<file path="src/rtl/fifo_sync_param_pkg.sv">
// Shared definitions for the parametrised synchronous FIFO: default geometry,
// read-mode encodings and the word-count update classification.
package fifo_sync_param_pkg;

    localparam int unsigned DefDataWidth = 8;
    localparam int unsigned DefAddrWidth = 4;

    // Read-mode encodings for the FWFT parameter.
    localparam int unsigned ModeStd  = 0;
    localparam int unsigned ModeFwft = 1;

    // Bit order is {read accepted, write accepted}.
    typedef enum logic [1:0] {
        OpIdle  = 2'b00,
        OpWrite = 2'b01,
        OpRead  = 2'b10,
        OpBoth  = 2'b11
    } cnt_op_e;

    function automatic cnt_op_e cnt_op(input logic wr_acc, input logic rd_acc);
        return cnt_op_e'({rd_acc, wr_acc});
    endfunction

endpackage

</file>
<file path="src/rtl/reg_file_dp_param.sv">
// Dual-port register file: one synchronous write port and one registered,
// enable-gated read port. Storage is not reset; only the read register is.
module reg_file_dp_param
    import fifo_sync_param_pkg::*;
#(
    parameter int unsigned DATA_WIDTH = DefDataWidth,
    parameter int unsigned ADDR_WIDTH = DefAddrWidth
) (
    input  logic                  clk_i,
    input  logic                  rst_ni,
    input  logic                  wr_en_i,
    input  logic [ADDR_WIDTH-1:0] wr_addr_i,
    input  logic [DATA_WIDTH-1:0] wr_data_i,
    input  logic                  rd_en_i,
    input  logic [ADDR_WIDTH-1:0] rd_addr_i,
    output logic [DATA_WIDTH-1:0] rd_data_o
);

    localparam int unsigned Depth = 2 ** ADDR_WIDTH;

    logic [DATA_WIDTH-1:0] mem_q [Depth];
    logic [DATA_WIDTH-1:0] rd_data_q;

    // Write port.
    always_ff @(posedge clk_i) begin
        if (wr_en_i) begin
            mem_q[wr_addr_i] <= wr_data_i;
        end
    end

    // Registered read port; holds its value while not enabled.
    always_ff @(posedge clk_i or negedge rst_ni) begin
        if (!rst_ni) begin
            rd_data_q <= '0;
        end else if (rd_en_i) begin
            rd_data_q <= mem_q[rd_addr_i];
        end
    end

    assign rd_data_o = rd_data_q;

endmodule

</file>
<file path="src/rtl/fifo_sync_param.sv">
// Parametrised single-clock FIFO with standard or first-word-fall-through read,
// programmable almost-full/almost-empty thresholds, synchronous flush and sticky
// overflow/underflow flags. Legal parameters: 1 <= AE_THRESH < AF_THRESH <= DEPTH-1,
// ADDR_WIDTH >= 2.
module fifo_sync_param
    import fifo_sync_param_pkg::*;
#(
    parameter int unsigned DATA_WIDTH = DefDataWidth,
    parameter int unsigned ADDR_WIDTH = DefAddrWidth,
    parameter int unsigned FWFT       = ModeStd,
    parameter int unsigned AF_THRESH  = (2 ** ADDR_WIDTH) - 2,
    parameter int unsigned AE_THRESH  = 2
) (
    input  logic                  clk,
    input  logic                  rst,
    input  logic                  flush,
    input  logic                  wr,
    input  logic [DATA_WIDTH-1:0] data,
    input  logic                  rd,
    input  logic                  clr_err,
    output logic [DATA_WIDTH-1:0] rd_data,
    output logic                  rd_valid,
    output logic                  full,
    output logic                  empty,
    output logic                  al_full,
    output logic                  al_empty,
    output logic [ADDR_WIDTH:0]   wd_cnt,
    output logic                  overflow,
    output logic                  underflow
);

    localparam int unsigned Depth  = 2 ** ADDR_WIDTH;
    localparam int unsigned CntW   = ADDR_WIDTH + 1;
    localparam bit          IsFwft = (FWFT == ModeFwft);

    logic [ADDR_WIDTH-1:0] wptr_q, wptr_d;
    logic [ADDR_WIDTH-1:0] rptr_q, rptr_d;
    logic [CntW-1:0]       cnt_q, cnt_d;
    logic                  full_q, full_d;
    logic                  empty_q, empty_d;
    logic                  afull_q, afull_d;
    logic                  aempty_q, aempty_d;
    logic                  rdv_q, rdv_d;
    logic                  ovf_q, ovf_d;
    logic                  udf_q, udf_d;

    logic                  rd_acc;
    logic                  wr_acc;
    logic                  rf_rd_en;
    logic [CntW-1:0]       mem_cnt;

    // Accept decisions. In FWFT the pop acknowledges the presented word, and the
    // output register is refilled whenever it is free or being popped and the
    // storage still holds words written at earlier edges.
    always_comb begin
        mem_cnt = cnt_q - CntW'(rdv_q);
        if (IsFwft) begin
            rd_acc   = rd & rdv_q & ~flush;
            rf_rd_en = ~flush & (mem_cnt != '0) & (~rdv_q | rd_acc);
        end else begin
            rd_acc   = rd & ~empty_q & ~flush;
            rf_rd_en = rd_acc;
        end
        wr_acc = wr & (~full_q | rd_acc) & ~flush;
    end

    // Next-state for pointers, count, flags and error bits.
    always_comb begin
        wptr_d = wptr_q + ADDR_WIDTH'(wr_acc);
        rptr_d = rptr_q + ADDR_WIDTH'(rf_rd_en);
        cnt_d  = cnt_q;
        unique case (cnt_op(wr_acc, rd_acc))
            OpWrite: cnt_d = cnt_q + CntW'(1);
            OpRead:  cnt_d = cnt_q - CntW'(1);
            OpIdle:  cnt_d = cnt_q;
            OpBoth:  cnt_d = cnt_q;
        endcase

        if (IsFwft) begin
            rdv_d = rf_rd_en | (rdv_q & ~rd_acc);
        end else begin
            rdv_d = rd_acc;
        end

        if (flush) begin
            wptr_d = '0;
            rptr_d = '0;
            cnt_d  = '0;
            rdv_d  = 1'b0;
        end

        full_d   = (cnt_d == CntW'(Depth));
        empty_d  = (cnt_d == '0);
        afull_d  = (cnt_d >= CntW'(AF_THRESH));
        aempty_d = (cnt_d <= CntW'(AE_THRESH));

        // Clear wins over a same-cycle set; a flush cycle raises no errors.
        ovf_d = ovf_q | (wr & full_q & ~rd & ~flush);
        udf_d = udf_q | (rd & empty_q & ~flush);
        if (clr_err) begin
            ovf_d = 1'b0;
            udf_d = 1'b0;
        end
    end

    // State registers.
    always_ff @(posedge clk or negedge rst) begin
        if (!rst) begin
            wptr_q   <= '0;
            rptr_q   <= '0;
            cnt_q    <= '0;
            full_q   <= 1'b0;
            empty_q  <= 1'b1;
            afull_q  <= 1'b0;
            aempty_q <= 1'b1;
            rdv_q    <= 1'b0;
            ovf_q    <= 1'b0;
            udf_q    <= 1'b0;
        end else begin
            wptr_q   <= wptr_d;
            rptr_q   <= rptr_d;
            cnt_q    <= cnt_d;
            full_q   <= full_d;
            empty_q  <= empty_d;
            afull_q  <= afull_d;
            aempty_q <= aempty_d;
            rdv_q    <= rdv_d;
            ovf_q    <= ovf_d;
            udf_q    <= udf_d;
        end
    end

    reg_file_dp_param #(
        .DATA_WIDTH(DATA_WIDTH),
        .ADDR_WIDTH(ADDR_WIDTH)
    ) u_reg_file (
        .clk_i    (clk),
        .rst_ni   (rst),
        .wr_en_i  (wr_acc),
        .wr_addr_i(wptr_q),
        .wr_data_i(data),
        .rd_en_i  (rf_rd_en),
        .rd_addr_i(rptr_q),
        .rd_data_o(rd_data)
    );

    assign rd_valid  = rdv_q;
    assign full      = full_q;
    assign empty     = empty_q;
    assign al_full   = afull_q;
    assign al_empty  = aempty_q;
    assign wd_cnt    = cnt_q;
    assign overflow  = ovf_q;
    assign underflow = udf_q;

endmodule
</file>
<file path="config.mk">
export PLATFORM = sky130hd
export DESIGN_NAME = fifo_sync_param
export DESIGN_NICKNAME = d
export VERILOG_FILES = /design/src/rtl/fifo_sync_param_pkg.sv /design/src/rtl/reg_file_dp_param.sv /design/src/rtl/fifo_sync_param.sv
export SDC_FILE = /design/constraint.sdc
export NUM_CORES = 1
export LEC_CHECK = 0
export CAP_MARGIN = 20
export CORE_UTILIZATION = 59
export DETAILED_ROUTE_END_ITERATION = 10
export GPL_TIMING_DRIVEN = 0
export PLACE_DENSITY = 0.83
export REMOVE_ABC_BUFFERS = 1
export SLEW_MARGIN = 15
export SYNTH_ARGS = -nofsm -noshare
export SYNTH_HDL_FRONTEND = slang
export SYNTH_SLANG_ARGS = --single-unit
</file>
<file path="constraint.sdc">
create_clock -name clk -period 3.3 [get_ports clk]
set_input_delay 0.66 -clock clk [delete_from_list [all_inputs] [get_ports clk]]
set_output_delay 0.66 -clock clk [all_outputs]
set_load 0.02 [all_outputs]
</file>
; Yosys cells after proc, flatten, opt, wreduce, memory -nomap -nowiden
; Memories as Yosys holds them, arrays and structs flattened. A register that Yosys moved wholly into a read port is not among the register bits.
; Cells that the tools add are included.
[classes]
div_mod_pow = 0
bitwise_logic = 16
n_reduce_logical = 4
order_cmp = 2
n_eq_ne = 4
muxes = 9
shift = 0
mul = 0
addsub = 4
[ops]
columns = op, n
row1 = $pmux W5 S3, 1
row2 = $and A1 B1 Y1, 9
row3 = $add A4 B1 Y4, 2
row4 = $mux W4, 2
row5 = $add A5 B1 Y5 const B, 1
row6 = $eq A5 B5 Y1 const B, 1
row7 = $ge A5 B4 Y1 const B, 1
row8 = $le A5 B2 Y1 const B, 1
row9 = $logic_not A5 Y1, 1
row10 = $mux W1, 5
row11 = $mux W5, 1
row12 = $sub A5 B1 Y5 const B, 1
row13 = $eq A2 B2 Y1 const B, 2
row14 = $not A1 Y1, 4
row15 = $or A1 B1 Y1, 3
row16 = $eq A2 B1 Y1 const B, 1
row17 = $logic_not A2 Y1, 1
row18 = $reduce_or A2 Y1, 1
row19 = $logic_not A1 Y1, 1
[word_totals]
elab_cells = 50
latch_bits = 0
mem_count = 1
mem_bits_ro = 0
inputBits = 14
ramBits = 128
ff_bits = 20
[memory_table]
columns = name, words, width, rd, rd_clocked_by_memory_dff, write_ports, line
row1 = u_reg_file.mem_q, 16, 8, 1, 1, 1, reg_file_dp_param.sv:21  ; logic [DATA_WIDTH-1:0] mem_q [Depth];

; Logic depth before layout (Yosys ltp)
[logic_depth]
ltp_word = 11
mapped_depth = 14

; Hierarchy
; A second synthesis with hierarchy kept.
[hier_totals]
cells_unflattened = 336
area_unflattened_um2 = 6393.6
[modules_own_cells]
columns = module, cells_each, instances, area_per_inst_um2
row1 = reg_file_dp_param, 240, 1, 5331.4
row2 = fifo_sync_param, 96, 1, 1062.3

; Worst setup path before layout
; No wires, ideal clock.
[synth_timing]
path_kind = input -> register
start = input flush
end = register afull_q, in the netlist al_full
arrival_time_ns = 3.219
cell_stages = 14
setup_slack_ns = -0.029
setup_ns = 0.110
required_time_ns = 3.190
cell_sequence = clkbuf_1 -> or3_1 -> buf_2 -> inv_1 -> ha_1 -> buf_2 -> xor2_1 -> ha_1 -> or3b_2 -> o2111ai_1 -> a21oi_1 -> xnor2_1 -> or2_2 -> o41ai_1
[synth_between]
elab_chain_len = 10
[synth_lines]
columns = item, line
row1 = start: declaration, fifo_sync_param.sv:16  ; input logic flush,
row2 = $not A1 Y1 *, fifo_sync_param.sv:61  ; rd_acc = rd & ~empty_q & ~flush;
row3 = $and A1 B1 Y1 *, fifo_sync_param.sv:61
row4 = via rd_acc, fifo_sync_param.sv:47  ; logic rd_acc;
row5 = $or A1 B1 Y1, fifo_sync_param.sv:64  ; wr_acc = wr & (~full_q | rd_acc) & ~flush;
row6 = $and A1 B1 Y1 (2 in series), fifo_sync_param.sv:64
row7 = $eq A2 B2 Y1 or $logic_not A2 Y1 (tied branches), fifo_sync_param.sv:72  ; unique case (cnt_op(wr_acc, rd_acc))
row8 = $reduce_or A2 Y1 (no line), n/a
row9 = $pmux W5 S3 *, fifo_sync_param.sv:72
row10 = $mux W5 *, fifo_sync_param.sv:85  ; if (flush) begin
row11 = $ge A5 B4 Y1 *, fifo_sync_param.sv:94  ; afull_d = (cnt_d >= CntW'(AF_THRESH));
row12 = via afull_d, fifo_sync_param.sv:41  ; logic afull_q, afull_d;
row13 = end signal: assignment, fifo_sync_param.sv:125  ; afull_q <= afull_d;
row14 = end: declaration, fifo_sync_param.sv:41
; Mark *: on every way through the listed nets, which the timed path passes. The rest lies on a longest branch.

; Worst setup path in the final report
[layout_timing]
start = input rd
end = register aempty_q, in the netlist al_empty
[layout_between]
elab_chain_len = 10
[layout_lines]
columns = item, line
row1 = start: declaration, fifo_sync_param.sv:19  ; input logic rd,
row2 = $and A1 B1 Y1 * (2 in series), fifo_sync_param.sv:61
row3 = $or A1 B1 Y1, fifo_sync_param.sv:64
row4 = $and A1 B1 Y1 (2 in series), fifo_sync_param.sv:64
row5 = $eq A2 B2 Y1 or $logic_not A2 Y1 (tied branches), fifo_sync_param.sv:72
row6 = $reduce_or A2 Y1 (no line), n/a
row7 = $pmux W5 S3 *, fifo_sync_param.sv:72
row8 = $mux W5 *, fifo_sync_param.sv:85
row9 = $le A5 B2 Y1 *, fifo_sync_param.sv:95  ; aempty_d = (cnt_d <= CntW'(AE_THRESH));
row10 = via aempty_d, fifo_sync_param.sv:42  ; logic aempty_q, aempty_d;
row11 = end signal: assignment, fifo_sync_param.sv:126  ; aempty_q <= aempty_d;
row12 = end: declaration, fifo_sync_param.sv:42
; Marks and branches as above.

==> results.cfg <==
[layout]
drive_above_1_share_pct = 19.2
syn_to_final_growth_pct = 16.5
nets = 394
diodes = 0

[floorplanning]
coreArea_mm2 = 0.0104
dieArea_mm2 = 0.0112
die_h_um = 106
start_util_pct = 61.1
placementRows = 37
ioPinCount = 34
dieWidth_um = 106

[hold_path]
hold_class = input pin to async pin

[synth]
yosys.cell_types.count = 38
synth-async-reset-ratio_pct = 17.9
synth_area_mm2 = 0.00634
yosysSeqAreaShare_pct = 71.7
synth_top_area_share_pct = 60.6
synth-seq-cells = 156
yosysWarnings = 0
synth_area_leader_cell = edfxtp_1
synth-edff-count = 128
synth.avg_cell_area_um2 = 18.7
yosys_most_used_dff = edfxtp_1
yosysMostFrequentCell = edfxtp_1
synth_area_leaders = edfxtp_1 (61%), dfrtp_1 (10%), mux4_1 (6.6%)
synth_cells = 340
synthTopCellsByCount = edfxtp_1 (128), nor2_1 (28), dfrtp_1 (26), mux4_1 (16), mux4_2 (16)

[drt]
dr_wl_met2_mm = 6.49
top_layer = met4
route.detailed.drc = 0
wirelength_mm = 12.5
dr_wl_met3_um = 855
vias_per_cell = 6.38
wl_per_cell_um = 23.9
vias = 3328
drtIter0Drc = 339
first_pass_iters = 5
wl_met1_mm = 4.90
detail-route-antenna-nets = 0

[worst_setup_path]
cp-end-kind = register
critPathMaxFanout = 8
arrival_ps = 3590
cp.required_ps = 3730
crit_path_start_kind = input pin
crit_type = input pin to register

[grt]
grt_max_degree = 35
grt_pass1_vias = 3402
grt_use_total_pct = 24.2
grt_pass1_wl_mm = 19.0
antenna_found_initial = 0
grt-ovfl-total = 0

[power]
vdd_ir_drop_max_v = 0.000487
clkPwrFrac_pct = 42.6
intPower_uw = 3600
p_sw_uw = 1030
seq_power_share_pct = 48.8
power_density_mw_per_mm2 = 627
finalPower_uw = 4630
switching_share_pct = 22.3
leakage_uw = 0.00250
combPwrFrac_pct = 8.6

[sta]
fmax_ghz = 0.316
period_share_pct = 95.9
setup_viol = 0
fin_crit_ps = 3170
clock-skew-final_ps = 7.15
worst_pin_slew_ps = 986
setup_ws_ps = 134
slew_violations = 0
slew-limit-headroom_pct = 34.0
hold_violations = 0
finalSetupTns_ps = 0

[clock_network]
clk_path_buf_depth = 2
cts_buffers = 17
hold_buffers = 0
cts_tree = done
cts_root_buffer = clkbuf_8
h-tree-depth = 4
clk_latency_ps = 520
clk_pin_slew_worst_paths_ps = 60
clock_sinks = 156

[placed_design]
place_ws_ps = -1320
post-dp-hpwl_mm = 7.34
gp_congestion = 0.786
io_buffers = 33

[status]
status = complete, no violations

[job]
timing.max_cap.violations = 0
## path summary, 6_finish.rpt
| kind | depth (start not counted) | to | startpoint | slack, ps |
|---|---|---|---|---|
| min in group clk | 2 | overflow$_DFF_PN0_ | overflow$_DFF_PN0_ | 510 |
| max in group asynchronous | 1 | rptr_q[1]$_DFF_PN0_ | rst | 2680 |
| max reg2reg | 11 | al_empty$_DFF_PN1_ | empty$_DFF_PN1_ | 440 |
| max | 13 | al_empty$_DFF_PN1_ | rd | 130 |
| min | 1 | al_full$_DFF_PN0_ | rst | 160 |
| min reg2reg | 2 | overflow$_DFF_PN0_ | overflow$_DFF_PN0_ | 510 |
## cell usage in the layout (no fill, tap or decap), types with 3 or more instances in the layout
cell type | netlist | layout
edfxtp_1 | 128 | 128
clkdlybuf4s50_1 | 0 | 31
nor2_1 | 28 | 28
dfrtp_1 | 26 | 24
mux4_2 | 16 | 16
mux4_1 | 16 | 16
clkbuf_16 | 0 | 16
mux2i_1 | 9 | 9
mux2_2 | 8 | 8
nor3_1 | 12 | 8
a221o_1 | 8 | 8
xnor2_1 | 6 | 6
ha_1 | 7 | 6
nor2b_1 | 5 | 5
inv_1 | 6 | 5
nand3_1 | 5 | 5
nand2_1 | 6 | 5
xor2_1 | 4 | 4
a21oi_1 | 4 | 4
nor3_2 | 0 | 4
clkinvlp_4 | 0 | 4
a31oi_1 | 3 | 3
clkbuf_8 | 0 | 3
clkinv_4 | 0 | 3
bufinv_16 | 0 | 3
## state kept, by name, indices dropped and copies added, names as in the netlist, 4 cells and up
signal                cells
u_reg_file.mem_q        128
u_reg_file.rd_data_o      8
wd_cnt                    5
rptr_q                    4
wptr_q                    4
## what timing repair did
action                     in CTS  in global routing
pin swaps                       2                  1
resized for setup               6                  2
setup endpoints to repair       7                  4
buffers inserted                2                  0
## through the flow
step | util (%) | hold slack [ps] | instance area, µm² | cells
CTS | 71.1 | 170 | 7380 | 522
finish | 71.3 | 161 | 7390 | 522
global placement | 64.7 | 488 | 6710 | 487
detailed placement | 65.0 | 502 | 6740 | 488
floorplan | - | 364 | 6210 | 318
global route | 71.3 | 199 | 7390 | 522
## layer usage
layer	up-vias	GRT usage [%]
met1	1693	31.1
li1	1423	-
met4	0	8.93
met5	-	0
met3	23	4.95
met2	189	41.2
## final cells by class
| cell class | instances | area, µm² |
|---|---|---|
| flip-flops and latches | 156 | 4550 |
| fillers | 622 | 2980 |
| multi-input cells | 156 | 1680 |
| clock buffers | 20 | 445 |
| repair buffers | 36 | 362 |
| well taps | 136 | 170 |
| clock inverters | 12 | 164 |
| inverters | 6 | 22.5 |
## cell families (layout without fill, tap and decap cells)
| family | after synthesis | in the layout | share of synthesized area (%) |
|---|---|---|---|
| xor+xnor | 10 | 10 | 1.38 |
| simple gates | 66 | 66 | 4.95 |
| fa+ha+maj | 7 | 7 | 1.38 |
| mux | 49 | 49 | 15.2 |
| buf+inv | 28 | 74 | 2.49 |
| flops | 156 | 156 | 71.7 |
| compound gates | 24 | 24 | 2.94 |
## worst max-delay path, cell delays in order
cell and delay, ps:
clkdlybuf4s50_1 500, inv_1 70, o21ai_0 250, nand2_2 180
ha_4 230, xor2_1 160, ha_1 230, or3b_2 470
o2111ai_1 130, a21oi_1 120, xnor2_1 250, a21oi_1 110
a211oi_1 240
## power by group through the flow
stage               logic, µW  registers (µW)  clock network, µW
global route              427            2270               2070
finish                    401            2260               1970
detailed placement        391            2300                  0
global placement          370            2300                  0
CTS                       400            2260               1990
floorplan                 136            2350                  0
(Power assumes the default switching activity.)
